<file path="src/rtl/fir_sched_pkg.sv">
//------------------------------------------------------------------------------
// Module   : fir_sched_pkg
// Brief    : Shared types and constants for the fir call scheduler.
// Revision : 1.0 - initial release
//------------------------------------------------------------------------------
`default_nettype none

package fir_sched_pkg;

    localparam int DATA_W             = 32;
    localparam int NUM_REQ_DEF        = 4;
    localparam int TIMEOUT_CYCLES_DEF = 1024;
    // Wide enough for any requester index up to the 8-requester maximum.
    localparam int PTR_W              = 3;

    typedef enum logic [1:0] {
        ST_IDLE  = 2'd0,
        ST_ISSUE = 2'd1,
        ST_WAIT  = 2'd2,
        ST_RESP  = 2'd3
    } state_t;

endpackage

`default_nettype wire

</file>
<file path="src/rtl/fir_sched_rr_arbiter.sv">
//------------------------------------------------------------------------------
// Module   : fir_rr_arbiter
// Brief    : Combinational round-robin picker; the search starts one past 'last'.
// Revision : 1.0 - initial release
//------------------------------------------------------------------------------
`default_nettype none

module fir_rr_arbiter
    import fir_sched_pkg::*;
#(
    parameter int NUM_REQ = NUM_REQ_DEF
) (
    input  logic [NUM_REQ-1:0] req,
    input  logic [PTR_W-1:0]   last,
    output logic [NUM_REQ-1:0] grant,
    output logic [PTR_W-1:0]   idx
);

    logic w_found;

    // Walk the rotated priority order; the inner loop keeps every vector index constant.
    always_comb begin
        grant   = '0;
        idx     = '0;
        w_found = 1'b0;
        for (int k = 1; k <= NUM_REQ; k++) begin
            for (int j = 0; j < NUM_REQ; j++) begin
                if (!w_found && req[j] && (((int'(last) + k) % NUM_REQ) == j)) begin
                    w_found  = 1'b1;
                    grant[j] = 1'b1;
                    idx      = PTR_W'(j);
                end
            end
        end
    end

endmodule

`default_nettype wire

</file>
<file path="src/rtl/fir_sched.sv">
//------------------------------------------------------------------------------
// Module   : fir_sched
// Brief    : Shares one fir instance among NUM_REQ requesters, one call at a time.
//            Define FIR_SCHED_TIMEOUT_EN to enable the WAIT-state watchdog.
// Revision : 1.0 - initial release
//------------------------------------------------------------------------------
`default_nettype none

module fir_sched
    import fir_sched_pkg::*;
#(
    parameter int NUM_REQ        = NUM_REQ_DEF,
    parameter int TIMEOUT_CYCLES = TIMEOUT_CYCLES_DEF
) (
    input  logic                      clock,
    input  logic                      reset,
    input  logic [NUM_REQ-1:0]        req_valid,
    output logic [NUM_REQ-1:0]        req_ready,
    input  logic [NUM_REQ*DATA_W-1:0] req_idx,
    input  logic [NUM_REQ*DATA_W-1:0] req_taps,
    output logic [NUM_REQ-1:0]        rsp_valid,
    input  logic [NUM_REQ-1:0]        rsp_ready,
    output logic [DATA_W-1:0]         rsp_data,
    output logic                      fir_start,
    input  logic                      fir_busy,
    input  logic                      fir_done,
    output logic                      fir_stall,
    output logic [DATA_W-1:0]         fir_idx,
    output logic [DATA_W-1:0]         fir_taps,
    input  logic [DATA_W-1:0]         fir_returndata,
    output logic                      sched_busy,
    output logic                      timeout_err
);

    state_t              r_state;
    logic [PTR_W-1:0]    r_last;
    logic [PTR_W-1:0]    r_owner;
    logic [NUM_REQ-1:0]  r_owner_oh;
    logic [NUM_REQ-1:0]  r_rsp_valid;
    logic [DATA_W-1:0]   r_rsp_data;
    logic [DATA_W-1:0]   r_fir_idx;
    logic [DATA_W-1:0]   r_fir_taps;
    logic                r_fir_start;

    logic [NUM_REQ-1:0]  w_grant;
    logic [PTR_W-1:0]    w_gnt_idx;
    logic [DATA_W-1:0]   w_sel_idx;
    logic [DATA_W-1:0]   w_sel_taps;
    logic                w_owner_ack;

    fir_rr_arbiter #(
        .NUM_REQ (NUM_REQ)
    ) u_arb (
        .req   (req_valid),
        .last  (r_last),
        .grant (w_grant),
        .idx   (w_gnt_idx)
    );

    always_comb begin
        w_sel_idx  = '0;
        w_sel_taps = '0;
        for (int j = 0; j < NUM_REQ; j++) begin
            if (w_grant[j]) begin
                w_sel_idx  = req_idx[j*DATA_W +: DATA_W];
                w_sel_taps = req_taps[j*DATA_W +: DATA_W];
            end
        end
    end

    // r_rsp_valid is one-hot on the owner in RESP, so non-owner ready bits drop out.
    assign w_owner_ack = |(rsp_ready & r_rsp_valid);

`ifdef FIR_SCHED_TIMEOUT_EN
    localparam int c_WD_W = $clog2(TIMEOUT_CYCLES + 1);
    logic [c_WD_W-1:0] r_wd_cnt;
    logic              r_timeout_err;
    assign timeout_err = r_timeout_err;
`else
    logic w_unused_cfg;
    assign w_unused_cfg = (TIMEOUT_CYCLES > 0);
    assign timeout_err  = 1'b0;
`endif

    always_ff @(posedge clock or posedge reset) begin
        if (reset) begin
            r_state     <= ST_IDLE;
            r_last      <= PTR_W'(NUM_REQ - 1);
            r_owner     <= '0;
            r_owner_oh  <= '0;
            r_rsp_valid <= '0;
            r_rsp_data  <= '0;
            r_fir_idx   <= '0;
            r_fir_taps  <= '0;
            r_fir_start <= 1'b0;
`ifdef FIR_SCHED_TIMEOUT_EN
            r_wd_cnt      <= '0;
            r_timeout_err <= 1'b0;
`endif
        end else begin
`ifdef FIR_SCHED_TIMEOUT_EN
            r_timeout_err <= 1'b0;
`endif
            case (r_state)
                ST_IDLE: begin
                    if (|w_grant) begin
                        r_fir_idx   <= w_sel_idx;
                        r_fir_taps  <= w_sel_taps;
                        r_owner     <= w_gnt_idx;
                        r_owner_oh  <= w_grant;
                        r_fir_start <= 1'b1;
                        r_state     <= ST_ISSUE;
                    end
                end
                ST_ISSUE: begin
                    if (!fir_busy) begin
                        r_fir_start <= 1'b0;
                        if (fir_done) begin
                            r_rsp_data  <= fir_returndata;
                            r_rsp_valid <= r_owner_oh;
                            r_state     <= ST_RESP;
                        end else begin
`ifdef FIR_SCHED_TIMEOUT_EN
                            r_wd_cnt <= '0;
`endif
                            r_state  <= ST_WAIT;
                        end
                    end
                end
                ST_WAIT: begin
                    if (fir_done) begin
                        r_rsp_data  <= fir_returndata;
                        r_rsp_valid <= r_owner_oh;
                        r_state     <= ST_RESP;
                    end
`ifdef FIR_SCHED_TIMEOUT_EN
                    else if (r_wd_cnt == c_WD_W'(TIMEOUT_CYCLES - 1)) begin
                        r_timeout_err <= 1'b1;
                        r_rsp_data    <= '0;
                        r_rsp_valid   <= r_owner_oh;
                        r_state       <= ST_RESP;
                    end else begin
                        r_wd_cnt <= r_wd_cnt + c_WD_W'(1);
                    end
`endif
                end
                ST_RESP: begin
                    if (w_owner_ack) begin
                        r_rsp_valid <= '0;
                        r_last      <= r_owner;
                        r_state     <= ST_IDLE;
                    end
                end
                default: r_state <= ST_IDLE;
            endcase
        end
    end

    // The acceptance pulse and stall depend on live inputs, so reset masks them explicitly.
    assign req_ready  = (!reset && r_state == ST_IDLE) ? w_grant : '0;
    assign fir_stall  = !reset && !((r_state == ST_WAIT) ||
                                    (r_state == ST_ISSUE && !fir_busy));
    assign fir_start  = r_fir_start;
    assign fir_idx    = r_fir_idx;
    assign fir_taps   = r_fir_taps;
    assign rsp_valid  = r_rsp_valid;
    assign rsp_data   = r_rsp_data;
    assign sched_busy = (r_state != ST_IDLE);

endmodule

`default_nettype wire

</file>
<file path="config.mk">
export PLATFORM = sky130hd
export DESIGN_NAME = fir_sched
export DESIGN_NICKNAME = d
export VERILOG_FILES = /design/src/rtl/fir_sched_pkg.sv /design/src/rtl/fir_sched_rr_arbiter.sv /design/src/rtl/fir_sched.sv
export SDC_FILE = /design/constraint.sdc
export NUM_CORES = 1
export LEC_CHECK = 0
export ABC_AREA = 1
export ABC_CLOCK_PERIOD_IN_PS = 4000
export CAP_MARGIN = 10
export CORE_AREA = 4 4 158 160
export CTS_CLUSTER_SIZE = 8
export DETAILED_ROUTE_END_ITERATION = 10
export DIE_AREA = 0 0 162 164
export HOLD_SLACK_MARGIN = 0.06
export PLACE_DENSITY = 0.74
export SLEW_MARGIN = 15
export SYNTH_ARGS = -nofsm -noshare
export SYNTH_HDL_FRONTEND = slang
export SYNTH_HIERARCHICAL = 1
export SYNTH_SLANG_ARGS = --single-unit
</file>
<file path="constraint.sdc">
create_clock -name clock -period 4 [get_ports clock]
set_input_delay 0.4 -clock clock [delete_from_list [all_inputs] [get_ports clock]]
set_output_delay 0.4 -clock clock [all_outputs]
set_load 0.01 [all_outputs]
</file>
==> impl_metrics.py, run 1 <==
metrics = {
    "global_route": {
        "grtUsageTotal_pct": 21.8,
        "grt_max_degree": 66,
        "grt_overflow": 0,
        "grt_pass1_wl_um": 45700,
        "grt_pass1_vias": 8356,
        "antenna_found_initial": 0,
    },
    "floorplanning": {
        "row_count": 56,
        "start_util_pct": 30.9,
        "core_mm2": 0.0234,
        "die_area_mm2": 0.0266,
        "die_h_um": 164,
        "dieWidth_um": 162,
        "io_pins": 408,
    },
    "critical_path": {
        "critPathKind": "register to primary output",
        "path_cells": "inv_1 -> nand3_1 -> nand3_2 -> nor2_2 -> nand4_2 -> nor2_4 -> nand4_4 -> nor2_4 -> nand3_1 -> nand4_1 -> inv_2 -> nor2_1 -> clkdlybuf4s50_1",
        "critical_path_required_ns": 3.60,
        "cp-start-kind": "register",
        "path_max_fanout": 5,
        "critPathCaptureType": "primary output",
        "arrival_ns": 3.19,
        "r2r_setup_slack_ns": 0.71,
        "crit_slowest_cell": "dfstp_2",
        "max_stage_delay_ns": 0.60,
    },
    "final_layout": {
        "area_growth_pct": 63.0,
        "layout_commonest_cell": "clkdlybuf4s50_1",
        "nFillCells": 2319,
        "seqCellArea_mm2": 0.00278,
        "stdcell_area_mm2": 0.0118,
        "multi_input_area_mm2": 0.00363,
        "layout.cells.non_filler": 1755,
        "mostFrequentLayoutCells": "clkdlybuf4s50_1 (406), nand2_1 (269), a21oi_1 (197)",
        "diodes": 0,
        "layout-drive-gt1-share_pct": 6.69,
        "layout.nets": 1736,
        "finish.utilization_pct": 50.3,
    },
    "cts": {
        "ctsResizeCount": 0,
        "cts_setup_buffers": 0,
        "cts_buffers": 9,
        "cts_hold_buf": 0,
        "htree_levels": 3,
        "cts.sinks": 111,
        "ctsRootBufferMaster": "clkbuf_16",
        "cts_tree": "yes",
        "clkLatencyLatePin_ns": 0.36,
        "ctsLongestPathBuffers": 2,
        "clkTransAtPathRegs_ns": 0.09,
    },
    "place": {
        "place_hpwl_um": 22400,
        "dpl-instance-area_mm2": 0.0115,
        "routabilityCongestion": 0.868,
        "dp_cells": 1739,
        "portBuffers": 406,
    },
    "timing": {
        "setup_viol": 0,
        "finalCritPeriodShare_pct": 89.8,
        "rsz0062_at_grt": "false",
        "max_freq_mhz": 278,
        "slew_violations": 0,
        "final.setup_skew_ns": 0.0105,
        "hold_ws_ns": 0.253,
        "tns_ns": 0,
        "relSlewSlack_pct": 38.4,
        "period_minus_slack_ns": 3.59,
        "hold_viol": 0,
        "worstMarginPinSlew_ns": 0.924,
    },
    "power_and_ir_drop": {
        "p_comb_share_pct": 66.7,
        "powerDensity_mw_per_mm2": 779,
        "clockPowerShare_pct": 10.7,
        "p_sw_mw": 4.43,
        "power.leakage_nw": 5.60,
        "ir_worst_vdd_mv": 0.627,
        "internal_power_mw": 4.74,
        "power.share.sequential_pct": 22.7,
        "swShare_pct": 48.3,
    },
    "routing": {
        "drcViolationCount": 0,
        "ant_nets": 0,
        "num_vias": 8373,
        "avgViaCountPerCell": 4.77,
        "first_pass_iters": 5,
        "drtIter0Drc": 472,
        "wl_per_cell_um": 17.4,
        "drt-total-wl_um": 30500,
    },
    "outcome": {
        "status": "completed",
    },
    "synthesis": {
        "synth_cells": 1068,
        "synth_fp_nets": 1373,
        "yosysWarningCount": 6,
        "avgSynthCellArea_um2": 6.76,
        "netlist_area_mm2": 0.00722,
    },
    "worst_hold_path": {
        "hp-class": "input port to asynchronous set/reset pin",
    },
    "job": {
        "drv_cap": 0,
    },
}
metrics by stage:
stage	worst slack (ns)	total power, mW
floorplan	0.208	5.77
global placement	0.543	8.14
detailed placement	0.478	8.26
CTS	0.408	9.27
global route	0.211	9.99
finish	0.409	9.17
power groups by stage:
stage / clock, mW / combinational, mW / sequential [mW]
3_3_place_gp: 0 / 6.06 / 2.08
2_1_floorplan: 0 / 3.51 / 2.26
3_5_place_dp: 0 / 6.17 / 2.08
4_1_cts: 1.01 / 6.19 / 2.08
5_1_grt: 1.05 / 6.80 / 2.14
6_report: 0.978 / 6.11 / 2.08
sequential cells by signal (all words and copies together), names as in the netlist, 2 cells and up:
name and cells:
fir_idx 32, fir_taps 32, rsp_data 32, r_owner_oh 4, rsp_valid 4, r_last 2
r_owner 2, r_state 2
worst max-delay path, delay by kind of cell, from the launching register on:
family / cells / cell delay, ns
flip-flops: 1 / 0.60
AND/OR/NAND/NOR: 10 / 1.46
buffers and inverters: 3 / 0.77
cell type report:
| type | count | share of cell area (%) |
|---|---|---|
| repair buffers | 422 | 35.7 |
| multi-input cells | 766 | 30.8 |
| flip-flops and latches | 111 | 23.6 |
| inverters | 121 | 3.88 |
| well taps | 319 | 3.39 |
| clock buffers | 10 | 1.95 |
| clock inverters | 6 | 0.659 |
layer usage:
layer / track usage, % / vias up / routed length [um]
li1: - / 4115 / -
met1: 24.8 / 3874 / 11900
met2: 39.8 / 351 / 15400
met3: 6.60 / 33 / 2640
met4: 5.69 / 0 / 605
met5: 0 / - / 0
path summary, 6_finish.rpt:
| check | startpoint | end | cells after the start |
|---|---|---|---|
| max | r_last[1] | req_ready[1] | 13 |
| min | reset | r_state[1] | 2 |
| max reg2reg | r_last[1] | fir_taps[19] | 15 |
| min reg2reg | rsp_data[9] | rsp_data[9] | 2 |
| max in group asynchronous | reset | fir_taps[13] | 3 |
| min in group clock | rsp_data[9] | rsp_data[9] | 2 |
(Power assumes the default switching activity.)
==> run 2, diff against run 1 <==
- ABC_CLOCK_PERIOD_IN_PS: 4000 -> 3900
- clock period: 4 -> 3.9 ns (I/O delays scaled with it)
==> impl_metrics.py, run 2 (synthesis gave the netlist of run 1 again) <==
metrics = {
    "critical_path": {
        "critPathKind": "register to primary output",
        "arrival_ns": 3.23,
        "critical_path_required_ns": 3.51,
        "critPathCaptureType": "primary output",
        "path_max_fanout": 5,
        "cp-start-kind": "register",
    },
    "floorplanning": {
        "die_area_mm2": 0.0266,
        "io_pins": 408,
        "core_mm2": 0.0234,
        "dieWidth_um": 162,
        "die_h_um": 164,
        "row_count": 56,
        "start_util_pct": 30.9,
    },
    "power_and_ir_drop": {
        "powerDensity_mw_per_mm2": 800,
        "internal_power_mw": 4.89,
        "ir_worst_vdd_mv": 0.667,
        "swShare_pct": 48.2,
        "power.share.sequential_pct": 22.4,
        "p_comb_share_pct": 67.2,
        "p_sw_mw": 4.54,
        "p_total_mw": 9.43,
        "power.leakage_nw": 5.61,
        "clockPowerShare_pct": 10.4,
    },
    "cts": {
        "clkTransAtPathRegs_ns": 0.08,
        "cts.sinks": 111,
        "cts_buffers": 9,
        "cts_setup_buffers": 0,
        "clkLatencyLatePin_ns": 0.35,
        "ctsRootBufferMaster": "clkbuf_16",
        "ctsResizeCount": 0,
        "cts_hold_buf": 0,
        "htree_levels": 3,
        "ctsLongestPathBuffers": 2,
        "cts_tree": "yes",
    },
    "job": {
        "drv_cap": 0,
    },
    "timing": {
        "final.setup_skew_ns": 0.00996,
        "tns_ns": 0,
        "slew_violations": 0,
        "hold_viol": 0,
        "rsz0062_at_grt": "false",
        "max_freq_mhz": 276,
        "relSlewSlack_pct": 34.4,
        "setup_viol": 0,
        "finalCritPeriodShare_pct": 92.9,
        "period_minus_slack_ns": 3.62,
        "worstMarginPinSlew_ns": 0.984,
    },
    "routing": {
        "avgViaCountPerCell": 4.80,
        "drt-total-wl_um": 30300,
        "num_vias": 8437,
        "first_pass_iters": 6,
        "drtIter0Drc": 656,
        "drcViolationCount": 0,
        "wl_per_cell_um": 17.3,
        "ant_nets": 0,
    },
    "worst_hold_path": {
        "hp-class": "input port to asynchronous set/reset pin",
    },
    "global_route": {
        "grt_max_degree": 72,
        "grt_overflow": 0,
        "grtUsageTotal_pct": 21.9,
        "antenna_found_initial": 0,
        "grt_pass1_wl_um": 46300,
        "grt_pass1_vias": 8502,
    },
    "final_layout": {
        "layout.nets": 1737,
        "stdcell_area_mm2": 0.0118,
        "nFillCells": 2287,
        "finish.utilization_pct": 50.4,
        "layout-drive-gt1-share_pct": 6.75,
        "diodes": 0,
        "mostFrequentLayoutCells": "clkdlybuf4s50_1 (406), nand2_1 (269), a21oi_1 (197)",
        "area_growth_pct": 63.2,
        "layout_commonest_cell": "clkdlybuf4s50_1",
    },
    "outcome": {
        "status": "completed",
    },
    "place": {
        "place_hpwl_um": 22300,
        "portBuffers": 406,
        "dpl-instance-area_mm2": 0.0115,
        "routabilityCongestion": 0.829,
    },
}
==> run 2: area by class of cell <==
cell class	count	area (um^2)	share of cell area [%]
multi-input cells	766	3630	30.8
repair buffers	423	4220	35.8
clock inverters	6	75.1	0.637
inverters	121	457	3.88
well taps	319	399	3.39
clock buffers	10	229	1.94
flip-flops and latches	111	2780	23.6
==> run 2: power by group through the flow <==
| stage | Sequential [mW] | Clock, mW | Combinational (mW) |
|---|---|---|---|
| 3_5_place_dp | 2.13 | 0 | 6.36 |
| 3_3_place_gp | 2.11 | 0 | 6.25 |
| 5_1_grt | 2.19 | 1.06 | 7.04 |
| 4_1_cts | 2.12 | 1.02 | 6.38 |
| 2_1_floorplan | 2.32 | 0 | 3.60 |
| 6_report | 2.12 | 0.978 | 6.33 |
==> run 2: critical path: stages, from the launching register on <==
cell,delay [ns]
dfstp_2,0.58
inv_1,0.10
nand3_1,0.14
nand3_2,0.10
nor2_2,0.19
nand4_2,0.17
nor2_4,0.18
nand4_4,0.11
nor2_4,0.15
nand3_1,0.11
nand4_1,0.25
inv_2,0.12
nor2_1,0.13
clkdlybuf4s50_1,0.55
==> run 2: per-layer routing <==
metal	track usage, %	vias to the layer above	share of wire, %	wire length (um)
met2	38.7	406	49	14900
met4	5.65	0	2.4	714
li1	-	4113	-	-
met1	25.7	3870	39	11800
met3	7.35	48	9.6	2920
met5	0	-	0	0
==> run 2: path summary, 6_finish.rpt <==
check	slack, ns	endpoint	depth (start not counted)	start
max	0.28	req_ready[1]	13	r_last[1]
min	0.44	rsp_data[1]	2	reset
max reg2reg	0.72	r_owner_oh[3]	16	r_last[1]
min reg2reg	0.49	rsp_data[30]	2	rsp_data[30]
max in group asynchronous	2.05	fir_taps[31]	3	reset
min in group clock	0.49	rsp_data[30]	2	rsp_data[30]
==> run 2: per-stage QoR <==
| step | worst slack, ns | cells | hold slack [ns] |
|---|---|---|---|
| 3_5_place_dp | 0.416 | 1740 | 0.474 |
| 6_report | 0.277 | 1756 | 0.443 |
| 2_1_floorplan | 0.128 | 1068 | 0.453 |
| 3_3_place_gp | 0.500 | 1740 | 0.465 |
| 5_1_grt | 0.144 | 1756 | 0.485 |
| 4_1_cts | 0.308 | 1756 | 0.460 |
